[src/rtl/db_pkg.sv]
// Shared definitions for the key/value database path: operation flags,
// protocol constants recognised by the parser, and the parser FSM states.
package db_pkg;

  localparam logic [3:0]  OP_INSERT     = 4'h1;
  localparam logic [3:0]  OP_LOOKUP     = 4'h2;

  localparam logic [15:0] ETH_TYPE_IPV4 = 16'h0800;
  localparam logic [7:0]  IP_VER_IHL    = 8'h45;
  localparam logic [7:0]  IP_PROTO_UDP  = 8'd17;

  typedef enum logic [2:0] {
    ST_SYNC = 3'd0,
    ST_IDLE = 3'd1,
    ST_HDR  = 3'd2,
    ST_EOF  = 3'd3,
    ST_DROP = 3'd4
  } kx_state_e;

  // Big-endian 16-bit field starting at wire byte b of a 64-bit beat.
  function automatic logic [15:0] be16(input logic [63:0] d, input int unsigned b);
    return {d[8*b +: 8], d[8*(b+1) +: 8]};
  endfunction

endpackage

[src/rtl/pkt_key_extract_if.sv]
// Receive-side AXI4-Stream tap. No tready: the sink consumes every valid beat.
interface pkt_key_extract_if;

  logic [63:0] tdata;
  logic [7:0]  tkeep;
  logic        tvalid;
  logic        tlast;
  logic        tuser;

  modport master (output tdata, tkeep, tvalid, tlast, tuser);
  modport slave  (input  tdata, tkeep, tvalid, tlast, tuser);

endinterface

[src/rtl/axis_beat_cnt.sv]
// Beat-index counter for an AXI4-Stream tap. beat_idx is the index of the
// beat currently presented; it saturates at 5 because nothing past beat 4
// matters to the parser.
module axis_beat_cnt (
  input  logic       clk,
  input  logic       rst,
  input  logic       tvalid,
  input  logic       tlast,
  output logic [2:0] beat_idx,
  output logic       sof,
  output logic       eof
);

  localparam logic [2:0] IDX_MAX = 3'd5;

  assign sof = tvalid && (beat_idx == 3'd0);
  assign eof = tvalid && tlast;

  // Advance on every valid beat, return to zero after the last beat of a frame.
  always_ff @(posedge clk) begin
    if (rst) begin
      beat_idx <= 3'd0;
    end else if (tvalid) begin
      if (tlast)                  beat_idx <= 3'd0;
      else if (beat_idx != IDX_MAX) beat_idx <= beat_idx + 3'd1;
    end
  end

endmodule

[src/rtl/pkt_key_extract.sv]
// Ethernet/IPv4/UDP header parser feeding the key/value database. Builds the
// 96-bit tuple key and an insert/lookup flag, and strobes them once per
// accepted, error-free frame in the cycle after its last beat.
module pkt_key_extract
  import db_pkg::*;
#(
  parameter int          KEY_SIZE   = 96,   // only 96 is supported
  parameter logic [15:0] ALERT_PORT = 16'd53
) (
  input  logic                clk,
  input  logic                rst,
  pkt_key_extract_if.slave    s_axis,
  output logic [KEY_SIZE-1:0] out_key,
  output logic [3:0]          out_flag,
  output logic                out_valid,
  output logic [31:0]         stat_keys
);

  // Beat indices and byte offsets of the header fields within a beat.
  localparam logic [2:0] BEAT_ETH   = 3'd1;
  localparam logic [2:0] BEAT_PROTO = 3'd2;
  localparam logic [2:0] BEAT_SRC   = 3'd3;
  localparam logic [2:0] BEAT_UDP   = 3'd4;
  localparam int unsigned OFS_ETYPE  = 4;
  localparam int unsigned OFS_VER    = 6;
  localparam int unsigned OFS_PROTO  = 7;
  localparam int unsigned OFS_SRC    = 2;
  localparam int unsigned OFS_DST_HI = 6;
  localparam int unsigned OFS_DST_LO = 0;
  localparam int unsigned OFS_SPORT  = 2;
  localparam int unsigned OFS_DPORT  = 4;

  kx_state_e             state_q, state_d;
  logic [2:0]            beat_idx;
  logic                  sof, eof;
  logic                  hdr_ok;
  logic                  emit;
  logic                  cap_src;
  logic                  cap_tail;
  logic [31:0]           src_q;
  logic [15:0]           dst_hi_q;
  logic [KEY_SIZE-1:0]   key_q;
  logic [3:0]            flag_q;
  logic [KEY_SIZE-1:0]   tail_key;
  logic [3:0]            tail_flag;
  logic [KEY_SIZE-1:0]   emit_key;
  logic [3:0]            emit_flag;
  logic [31:0]           stat_q;

  // Bytes 6..7 of the last header beat carry UDP length, not needed here.
  logic unused_keep;
  assign unused_keep = &{1'b0, s_axis.tkeep[7:6]};

  axis_beat_cnt u_beat_cnt (
    .clk      (clk),
    .rst      (rst),
    .tvalid   (s_axis.tvalid),
    .tlast    (s_axis.tlast),
    .beat_idx (beat_idx),
    .sof      (sof),
    .eof      (eof)
  );

  // Key and flag as they would be built from the current beat-4 data.
  always_comb begin
    tail_key  = {src_q, dst_hi_q,
                 be16(s_axis.tdata, OFS_DST_LO),
                 be16(s_axis.tdata, OFS_DPORT),
                 16'h0000};
    tail_flag = (be16(s_axis.tdata, OFS_SPORT) == ALERT_PORT) ? OP_INSERT : OP_LOOKUP;
  end

  // Per-beat header check for the beat currently presented in HDR.
  always_comb begin
    hdr_ok = 1'b0;
    unique case (beat_idx)
      BEAT_ETH:   hdr_ok = (be16(s_axis.tdata, OFS_ETYPE) == ETH_TYPE_IPV4) &&
                           (s_axis.tdata[8*OFS_VER +: 8] == IP_VER_IHL);
      BEAT_PROTO: hdr_ok = (s_axis.tdata[8*OFS_PROTO +: 8] == IP_PROTO_UDP);
      BEAT_SRC:   hdr_ok = 1'b1;
      BEAT_UDP:   hdr_ok = (s_axis.tkeep[5:0] == 6'h3F);
      default:    hdr_ok = 1'b0;
    endcase
  end

  // Next-state and strobe decision.
  always_comb begin
    // NOTE: every output gets a default first so no path leaves it unassigned,
    // which would otherwise infer a latch.
    state_d  = state_q;
    emit     = 1'b0;
    cap_src  = 1'b0;
    cap_tail = 1'b0;
    unique case (state_q)
      ST_SYNC: if (eof) state_d = ST_IDLE;
      ST_IDLE: if (sof && !s_axis.tlast) state_d = ST_HDR;
      ST_HDR: begin
        if (s_axis.tvalid) begin
          cap_src = (beat_idx == BEAT_SRC);
          if (s_axis.tlast) begin
            state_d = ST_IDLE;
            emit    = hdr_ok && (beat_idx == BEAT_UDP) && !s_axis.tuser;
          end else if (!hdr_ok) begin
            state_d = ST_DROP;
          end else if (beat_idx == BEAT_UDP) begin
            state_d  = ST_EOF;
            cap_tail = 1'b1;
          end
        end
      end
      ST_EOF: begin
        if (eof) begin
          state_d = ST_IDLE;
          emit    = !s_axis.tuser;
        end
      end
      ST_DROP: if (eof) state_d = ST_IDLE;
      default: state_d = ST_SYNC;
    endcase
  end

  // A strobe from HDR uses the beat on the wire; from EOF the captured tail.
  assign emit_key  = (state_q == ST_HDR) ? tail_key  : key_q;
  assign emit_flag = (state_q == ST_HDR) ? tail_flag : flag_q;

  // FSM state register.
  always_ff @(posedge clk) begin
    // NOTE: sequential state uses non-blocking assignments so every register
    // samples the pre-edge values regardless of statement order.
    if (rst) state_q <= ST_SYNC;
    else     state_q <= state_d;
  end

  // Header field capture; contents are don't-care until written, so no reset.
  always_ff @(posedge clk) begin
    // NOTE: datapath holding registers skip reset; the FSM guarantees they are
    // written before they are read.
    if (cap_src) begin
      src_q    <= s_axis.tdata[8*OFS_SRC +: 32] == 32'h0 ? 32'h0 :
                  {s_axis.tdata[8*OFS_SRC +: 8],     s_axis.tdata[8*(OFS_SRC+1) +: 8],
                   s_axis.tdata[8*(OFS_SRC+2) +: 8], s_axis.tdata[8*(OFS_SRC+3) +: 8]};
      dst_hi_q <= be16(s_axis.tdata, OFS_DST_HI);
    end
    if (cap_tail) begin
      key_q  <= tail_key;
      flag_q <= tail_flag;
    end
  end

  // Output strobe, held key/flag and strobe counter.
  always_ff @(posedge clk) begin
    if (rst) begin
      out_valid <= 1'b0;
      out_key   <= '0;
      out_flag  <= 4'h0;
      stat_q    <= 32'h0;
    end else begin
      out_valid <= emit;
      if (emit) begin
        out_key  <= emit_key;
        out_flag <= emit_flag;
        stat_q   <= stat_q + 32'd1;
      end
    end
  end

  assign stat_keys = stat_q;

endmodule

[src/flat_wrapper.sv]
// flat-port wrapper written by rule: the top's interface ports become plain ports
module pkt_key_extract_flat import db_pkg::*;
#(
  parameter int          KEY_SIZE   = 96,                          
  parameter logic [15:0] ALERT_PORT = 16'd53
)
  (clk, rst, out_key, out_flag, out_valid, stat_keys, s_axis_tdata, s_axis_tkeep, s_axis_tvalid, s_axis_tlast, s_axis_tuser);
  pkt_key_extract_if s_axis_i ();
  input  logic clk;
  input  logic rst;
  output logic [KEY_SIZE-1:0] out_key;
  output logic [3:0] out_flag;
  output logic out_valid;
  output logic [31:0] stat_keys;
  input wire logic [$bits(s_axis_i.tdata)-1:0] s_axis_tdata;
  input wire logic [$bits(s_axis_i.tkeep)-1:0] s_axis_tkeep;
  input wire logic [$bits(s_axis_i.tvalid)-1:0] s_axis_tvalid;
  input wire logic [$bits(s_axis_i.tlast)-1:0] s_axis_tlast;
  input wire logic [$bits(s_axis_i.tuser)-1:0] s_axis_tuser;
  assign s_axis_i.tdata = s_axis_tdata;
  assign s_axis_i.tkeep = s_axis_tkeep;
  assign s_axis_i.tvalid = s_axis_tvalid;
  assign s_axis_i.tlast = s_axis_tlast;
  assign s_axis_i.tuser = s_axis_tuser;
  pkt_key_extract #(.KEY_SIZE(KEY_SIZE), .ALERT_PORT(ALERT_PORT)) u_core (.clk(clk), .rst(rst), .s_axis(s_axis_i), .out_key(out_key), .out_flag(out_flag), .out_valid(out_valid), .stat_keys(stat_keys));
endmodule
[config.mk]
export PLATFORM = sky130hd
export DESIGN_NAME = pkt_key_extract_flat
export DESIGN_NICKNAME = d
export VERILOG_FILES = /design/src/rtl/db_pkg.sv /design/src/rtl/pkt_key_extract_if.sv /design/src/rtl/axis_beat_cnt.sv /design/src/rtl/pkt_key_extract.sv /design/src/flat_wrapper.sv
export SDC_FILE = /design/constraint.sdc
export NUM_CORES = 1
export LEC_CHECK = 0
export ABC_AREA = 1
export CORE_UTILIZATION = 35
export DETAILED_ROUTE_END_ITERATION = 6
export GPL_ROUTABILITY_DRIVEN = 0
export GPL_TIMING_DRIVEN = 0
export PLACE_DENSITY = 0.67
export SLEW_MARGIN = 20
export SYNTH_ARGS = -nofsm -noshare
export SYNTH_HDL_FRONTEND = slang
export SYNTH_HIERARCHICAL = 1
export SYNTH_SLANG_ARGS = --single-unit
[constraint.sdc]
create_clock -name clk -period 31.8 [get_ports clk]
set_input_delay 7.95 -clock clk [delete_from_list [all_inputs] [get_ports clk]]
set_output_delay 7.95 -clock clk [all_outputs]
set_load 0.02 [all_outputs]
# After elaboration in Yosys (flattened, before gate mapping)
# Index checks and enable logic that the tools add are counted.
# totals
regBits,271
inputBits,77
out_inout_bits,133
# op_classes
add_sub_neg,2
n_eq_ne,18
mux,24
n_reduce_logical,15
# op_table
cell,n
2-to-1 mux 96 bit,1
adder 32 x 1 -> 32 bit (second input constant),1
zero test 32 bit,1
2-to-1 mux 3 bit,8
equality test 16 x 12 -> 1 bit (second input constant),1
equality test 16 x 6 -> 1 bit (second input constant),1
equality test 3 x 2 -> 1 bit (second input constant),4
2-to-1 mux 1 bit,10
case mux 3 bit (3 select lines),1
equality test 8 x 5 -> 1 bit (second input constant),1
equality test 8 x 7 -> 1 bit (second input constant),1
equality test 3 x 1 -> 1 bit (second input constant),2
equality test 3 bit (second input constant),2
equality test 6 bit (second input constant),1
logical AND 1 bit,6
zero test 3 bit,2
2-to-1 mux 4 bit,1
inequality test 2 x 1 -> 1 bit (second input constant),2
inequality test 4 bit (second input constant),1
case mux 1 bit (4 select lines),1
AND reduction 4 bit,1
adder 3 x 1 -> 3 bit (second input constant),1
inequality test 3 bit (second input constant),1
OR reduction 3 bit,1
other kinds (6),7

# Longest topological paths before layout
# Gate-level depths: netlist (run 1).
# depth
word_depth,8
mapped_depth,12
mapped_depth_nobuf,12

# By module
# The synthesis (run 1) kept the hierarchy.
# modules_own_cells
mod,instances,cells_per_inst,area_per_inst_um2
pkt_key_extract,1,1198,10317.4
axis_beat_cnt,1,29,222.7

# Worst setup path after synthesis (run 1)
# OpenSTA, ideal clock, no wires.
# synth_path
path_kind,in2reg
from,input port s_axis_tkeep[1]
to,"register u_core.flag_q[0], enable pin"
t_arrival_ns,15.966
t_required_ns,31.075
path_slack_ns,15.109
stages,4
n_path_buf,0
path_cell_list,nand2_1 nor2_1 nand3_1 nor4_1
# synth_between
elab_chain_cells,6
# synth_lines
item,line_no,text
from (decl),flat_wrapper.sv:16,input wire logic [$bits(s_axis_i.tkeep)-1:0] s_axis_tkeep;
equality test 6 bit,pkt_key_extract.sv:81,BEAT_UDP: hdr_ok = (s_axis.tkeep[5:0] == 6'h3F);
case mux 1 bit (4 select lines),pkt_key_extract.sv:76,unique case (beat_idx)
2-to-1 mux 1 bit,pkt_key_extract.sv:103,end else if (!hdr_ok) begin
2-to-1 mux 1 bit,pkt_key_extract.sv:100,if (s_axis.tlast) begin
2-to-1 mux 1 bit,pkt_key_extract.sv:98,if (s_axis.tvalid) begin
2-to-1 mux 1 bit,pkt_key_extract.sv:94,unique case (state_q)
via u_core.cap_tail,pkt_key_extract.sv:39,logic cap_tail;
to (signal assigned),pkt_key_extract.sv:146,flag_q <= tail_flag;
to (decl),pkt_key_extract.sv:43,logic [3:0] flag_q;
# The timed path passes the listed nets, and every way through them passes these cells.
# A chain may end at the register's enable or synchronous reset.

# Worst setup path in the final report (run 1)
# layout_path
from,input port s_axis_tvalid
to,"register u_core.src_q[29], enable pin"
# layout_between
elab_chain_cells,2
# layout_lines
item,line_no,text
from (decl),flat_wrapper.sv:17,input wire logic [$bits(s_axis_i.tvalid)-1:0] s_axis_tvalid;
2-to-1 mux 1 bit,pkt_key_extract.sv:98,
2-to-1 mux 1 bit,pkt_key_extract.sv:94,
via u_core.cap_src,pkt_key_extract.sv:38,logic cap_src;
to (signal assigned),pkt_key_extract.sv:139,src_q <= s_axis.tdata[8*OFS_SRC +: 32] == 32'h0 ? 32'h0 :
to (decl),pkt_key_extract.sv:40,logic [31:0] src_q;
# The timed path passes the listed nets, and every way through them passes these cells.

==> flow_summary.ini, run 1 <==
[outcome]
status = finished clean

[min_path]
hp-class = register to register
min_to = u_core/key_q[86]$_DFFE_PP_
hold_path_startpoint = u_core/src_q[22]$_SDFFCE_PN0P_
holdPathStages = 0

[logic_synthesis]
synth_top_area_frac = 0.370
yosysWarnings = 6
synth_seq_cells = 251
yosysSeqAreaShare = 0.600
synthArstFlopShare = 0
synth_cell_types = 37
avgSynthCellArea_um2 = 8.59
yosysTopAreaCell = edfxtp_1
synth_edf_count = 130
synth_cells = 1227
synth_top_flop_cell = edfxtp_1
syn_area_um2 = 10500
ys_top_cells_by_area = edfxtp_1 37%, dfxtp_1 23%, nand2_1 21%, nor2_1 2.4%, inv_1 2.2%

[detailed_routing]
wl_um = 26800
antenna_left = 0
drt_iter0_drc = 561
routedWlPerCell_um = 14.2
drc_errors = 0
via_per_inst = 4.51
firstDrtPassIters = 5
vias = 8550

[timing]
tns_ns = 0
setup_viol = 0
fin_skew_ns = 0.0148
finalCritPeriodShare = 0.315
grt_setup_unrepaired = no
setup_slack_ns = 21.78
fmax_mhz = 99.8
hold_slack_ns = 0.439
slew_headroom = 0.483
worst_slew_pin_slew_ns = 0.771
min_period_ns = 10.02
hold_viol = 0
drv_slew = 0

[die]
die_w_um = 176
rows = 63
die_h_um = 176
die_area_um2 = 30800
pin_count = 210
core_um2 = 29600
initial_utilization = 0.356

[worst_setup_path]
r2r_slack_ns = 28.74
r2r_start = u_core/state_q[1]$_SDFFE_PP0P_
worst_ep_required_time_ns = 32.04
arrival_ns = 10.26
critPathKind = input port to register
endpoint_kind = register
r2r-end = u_core/src_q[29]$_SDFFCE_PN0P_
cp-start-kind = input port
crit_fanout = 10
worstRegToRegCells = 8

[grt]
grt_pass1_vias = 8221
grt.overflow.total = 0
grt_antenna_before_repair = 2
grt_pass1_wl_um = 43000
grt_start_max_net_pins = 14
grt_usage = 0.177

[clocking]
clock_latency_ns = 0.54
cts_hold_buf = 0
ctsResizeCount = 0
cts.sinks = 251
htree_levels = 1
numCtsBuffers = 28
cts_max_path_buffers = 3
clkTransAtPathRegs_ns = 0.06
cts_tree = yes
cts_root_buf = clkbuf_16
post-cts-setup-buffer-count = 0

[placed_design]
port_buffers = 189
dp_hpwl_um = 19800
place_ws_ns = 21.18

[cells_and_area]
fin_util = 0.473
fillers = 2900
fin_nets = 1563
synthToLayoutAreaGrowth_pct = 33.0
drive_gt1_frac = 0.0824

[power_and_ir_drop]
power.density_nw_per_um2 = 50.7
irDropWorstVdd_mv = 0.0398
p_leak_nw = 5.77

[run]
cap_viol_max_count = 0
kinds of logic (layout without fill, tap and decap cells):
family,Yosys count,in the layout,share of synthesized area
buffers and inverters,161,421,0.0727
other,1,20,0.000356
AO/OA/AOI/OAI,61,61,0.0312
flip-flops,251,251,0.600
XOR/XNOR,23,23,0.0191
adder cells (fa/ha/maj),4,4,0.00475
AND/OR/NAND/NOR,726,726,0.272
cells in the mapped netlist (all sizes together), types with 2 or more instances:
cell type and instances:
nand2 604, edfxtp 130, dfxtp 121, nor2 69
inv 66, clkbuf 52, buf 42, a21oi 34
o21ai 23, xor2 19, nand3 17, nor3 16
nand4 14, ha 4, xnor2 4, a21boi 2
nor3b 2, nor4 2
cell usage in the layout (no fill, tap or decap), types with 3 or more instances in the layout:
cell,count
nor2_1,67
clkbuf_8,5
buf_6,11
clkbuf_1,58
xor2_1,19
xnor2_1,4
conb_1,18
nand3_1,15
nor3_1,14
clkbuf_16,29
buf_2,23
o21ai_0,23
clkdlybuf4s50_1,189
ha_1,4
buf_4,26
edfxtp_1,130
clkinv_2,7
a21oi_1,33
dfxtp_1,121
nand4_1,14
inv_2,3
inv_1,63
nand2_1,601
clkinv_4,4
how the worst max path moves through the flow:
| stage | start | endpoint | cells after the start |
|---|---|---|---|
| after floorplan | s_axis_tkeep[1] | u_core/flag_q[0]$_DFFE_PP_ | 4 |
| after global placement | s_axis_tvalid | u_core/key_q[45]$_DFFE_PP_ | 3 |
| after detailed placement | s_axis_tvalid | u_core/src_q[26]$_SDFFCE_PN0P_ | 7 |
| after CTS | s_axis_tvalid | u_core/src_q[29]$_SDFFCE_PN0P_ | 7 |
| after global routing | s_axis_tvalid | u_core/src_q[29]$_SDFFCE_PN0P_ | 7 |
| final | s_axis_tvalid | u_core/src_q[29]$_SDFFCE_PN0P_ | 7 |
per-stage QoR:
step                total power, mW  instance area [µm²]  cells
finish                        0.711                14000   1896
global route                  0.742                14000   1894
CTS                           0.721                14000   1894
detailed placement            0.412                13100   1842
global placement              0.410                13000   1823
floorplan                     0.387                10600   1244
layer usage:
metal / part of all wire / wire length (µm) / track usage / vias up
li1: - / - / - / 4334
met1: 0.44 / 11700 / 0.230 / 3890
met4: 0.024 / 636 / 0.0489 / 0
met3: 0.080 / 2160 / 0.0411 / 50
met2: 0.46 / 12300 / 0.294 / 276
met5: 0 / 0 / 0 / -
state kept, by name, indices dropped and copies added (netlist names), 2 cells and up:
signal / count
u_core/dst_hi_q: 16
u_core/flag_q: 2
u_core/key_q: 80
u_core/out_flag: 2
u_core/out_key: 80
u_core/src_q: 32
u_core/stat_keys: 32
u_core/state_q: 3
u_core/u_beat_cnt/beat_idx: 3
power by group:
group / leakage, nW / total (mW) / internal, mW / switching [mW]
clock: 0.442 / 0.306 / 0.179 / 0.128
sequential: 2.15 / 0.343 / 0.341 / 0.00174
combinational: 3.18 / 0.0616 / 0.0234 / 0.0382
total: 5.77 / 0.711 / 0.543 / 0.168
worst max-delay path: stages:
cell and delay, ns:
clkdlybuf4s50_1 0.65, inv_1 0.16, nor3_2 0.67, buf_6 0.25, buf_6 0.16, buf_4 0.20, buf_4 0.21
layout make-up:
class                      instances  area, µm²  share of cell area
clock buffer                      40        817              0.0583
sequential                       251       6330               0.451
tap                              390        488              0.0348
antenna                            2       5.00            0.000357
inverter                          67        256              0.0183
clock inverter                    12       72.6             0.00518
buffer                            94        509              0.0363
multi-input combinational        832       3520               0.251
timing repair buffer             208       2020               0.144
No activity file was read; power rests on OpenSTA's default activity.
==> inputs of run 2 (changes only) <==
PLACE_DENSITY = 0.69   (was 0.67)
clock period = 8.91 ns   (was 31.8 ns; I/O delays follow)
==> run 2 against run 1 <==
Effect of this change: hold slack better by 0.0033 ns; critical path depth stayed put; sequential power grew to 3.6 times the previous value; worst setup slack worse by 17 ns; wire length is 0.72% lower; largest cell class unchanged; sequential cell count stayed put; clock skew is 0.0058 ns lower.
==> flow_summary.ini, run 2 (synthesis results as in run 1) <==
[power_and_ir_drop]
irDropWorstVdd_mv = 0.129
power.density_nw_per_um2 = 180
p_leak_nw = 5.73

[grt]
grt.overflow.total = 0
grt_pass1_wl_um = 41200
grt_usage = 0.171
grt_antenna_before_repair = 0
grt_start_max_net_pins = 14
grt_pass1_vias = 7812

[timing]
fin_skew_ns = 0.00905
grt_setup_unrepaired = no
worst_slew_pin_slew_ns = 0.722
setup_viol = 0
fmax_mhz = 249
hold_viol = 0
min_period_ns = 4.01
drv_slew = 0
hold_slack_ns = 0.443
finalCritPeriodShare = 0.450
slew_headroom = 0.518

[die]
initial_utilization = 0.356
pin_count = 210
die_h_um = 176
core_um2 = 29600
rows = 63
die_area_um2 = 30800
die_w_um = 176

[placed_design]
postPlaceCellArea_um2 = 13100
port_buffers = 189
dp_hpwl_um = 19900

[worst_setup_path]
path_buf_inv = 6
critical-path-max-stage-delay_ns = 0.65
worst_ep_required_time_ns = 9.15
endpoint_kind = register
r2r_slack_ns = 6.09
arrival_ns = 4.25
crit_path_frequent_cell = buf_6
cp-start-kind = input port
critPathKind = input port to register
crit_fanout = 11
crit_path_top_delay_cell = clkdlybuf4s50_1
path_cells = clkdlybuf4s50_1, inv_1, nor4_4, buf_6, buf_6, buf_4, buf_6
cp_top_family = buffers and inverters

[detailed_routing]
routedWlPerCell_um = 14.1
drt_iter0_drc = 587
via_per_inst = 4.51
wl_um = 26700
drc_errors = 0
antenna_left = 0
firstDrtPassIters = 6
vias = 8510

[clocking]
cts.sinks = 251
ctsResizeCount = 0
numCtsBuffers = 28
cts_tree = yes
cts_max_path_buffers = 3
clkTransAtPathRegs_ns = 0.06
cts_root_buf = clkbuf_16
post-cts-setup-buffer-count = 0
htree_levels = 1
clock_latency_ns = 0.54
cts_hold_buf = 0

[cells_and_area]
drive_gt1_frac = 0.0741
layout_commonest_cell = nand2_1
synthToLayoutAreaGrowth_pct = 32.8
finalInstanceArea_um2 = 14000
fin_nets = 1558
fillers = 2891
seqCellArea_um2 = 6330
reg_top3 = u_core/key_q: 80 flops, u_core/out_key: 80 flops
layout_common_cells = 601 x nand2_1, 189 x clkdlybuf4s50_1, 130 x edfxtp_1, 121 x dfxtp_1, 67 x nor2_1
fin_util = 0.472
diodes = 0
multi_input_area_um2 = 3530

[run]
cap_viol_max_count = 0

[outcome]
status = finished clean

[min_path]
hp-class = register to register
## run 2: cell count changes in the layout (fill, tap and decap cells not counted), moves of 2 or more
cell	change
clkinv_2	-3
buf_2	-12
clkinv_1	+6
buf_6	+7
clkinv_4	-2
diode_2	-2
clkbuf_8	-4
## run 2: where the power goes
part / internal, mW / switching (mW)
registers: 1.22 / 0.00659
clock network: 0.627 / 0.450
logic: 0.0835 / 0.137
total: 1.93 / 0.594
## run 2: worst paths after layout
| check | startpoint | to | depth (start not counted) |
|---|---|---|---|
| worst max-delay path | s_axis_tvalid | u_core/key_q[80]$_DFFE_PP_ | 7 |
| worst min-delay path | u_core/src_q[17]$_SDFFCE_PN0P_ | u_core/key_q[81]$_DFFE_PP_ | 0 |
| worst min register to register | u_core/src_q[17]$_SDFFCE_PN0P_ | u_core/key_q[81]$_DFFE_PP_ | 0 |
| worst max register to register | u_core/state_q[1]$_SDFFE_PP0P_ | u_core/key_q[80]$_DFFE_PP_ | 8 |
## run 2: routing by layer
| layer | vias to the layer above | track usage | share of wire |
|---|---|---|---|
| met5 | - | 0 | 0 |
| met4 | 0 | 0.0409 | 0.020 |
| met3 | 32 | 0.0359 | 0.081 |
| met2 | 285 | 0.282 | 0.46 |
| met1 | 3872 | 0.228 | 0.44 |
| li1 | 4321 | - | - |
## run 2: metrics by stage
stage | total power [mW] | setup WS (ns) | instances | TNS [ns]
after floorplan | 1.38 | 1.41 | 1244 | 0
after global placement | 1.47 | -1.68 | 1823 | -136.87
after detailed placement | 1.47 | 4.34 | 1837 | 0
after CTS | 2.55 | 4.90 | 1887 | 0
after global routing | 2.62 | 4.76 | 1887 | 0
final | 2.52 | 4.90 | 1887 | 0
## run 2: final cells by class
class | instances | area share
Sequential cell | 251 | 0.452
Multi-Input combinational cell | 832 | 0.252
Timing Repair Buffer | 203 | 0.145
Clock buffer | 36 | 0.0544
Buffer | 94 | 0.0364
Tap cell | 390 | 0.0349
Inverter | 67 | 0.0183
Clock inverter | 14 | 0.00661
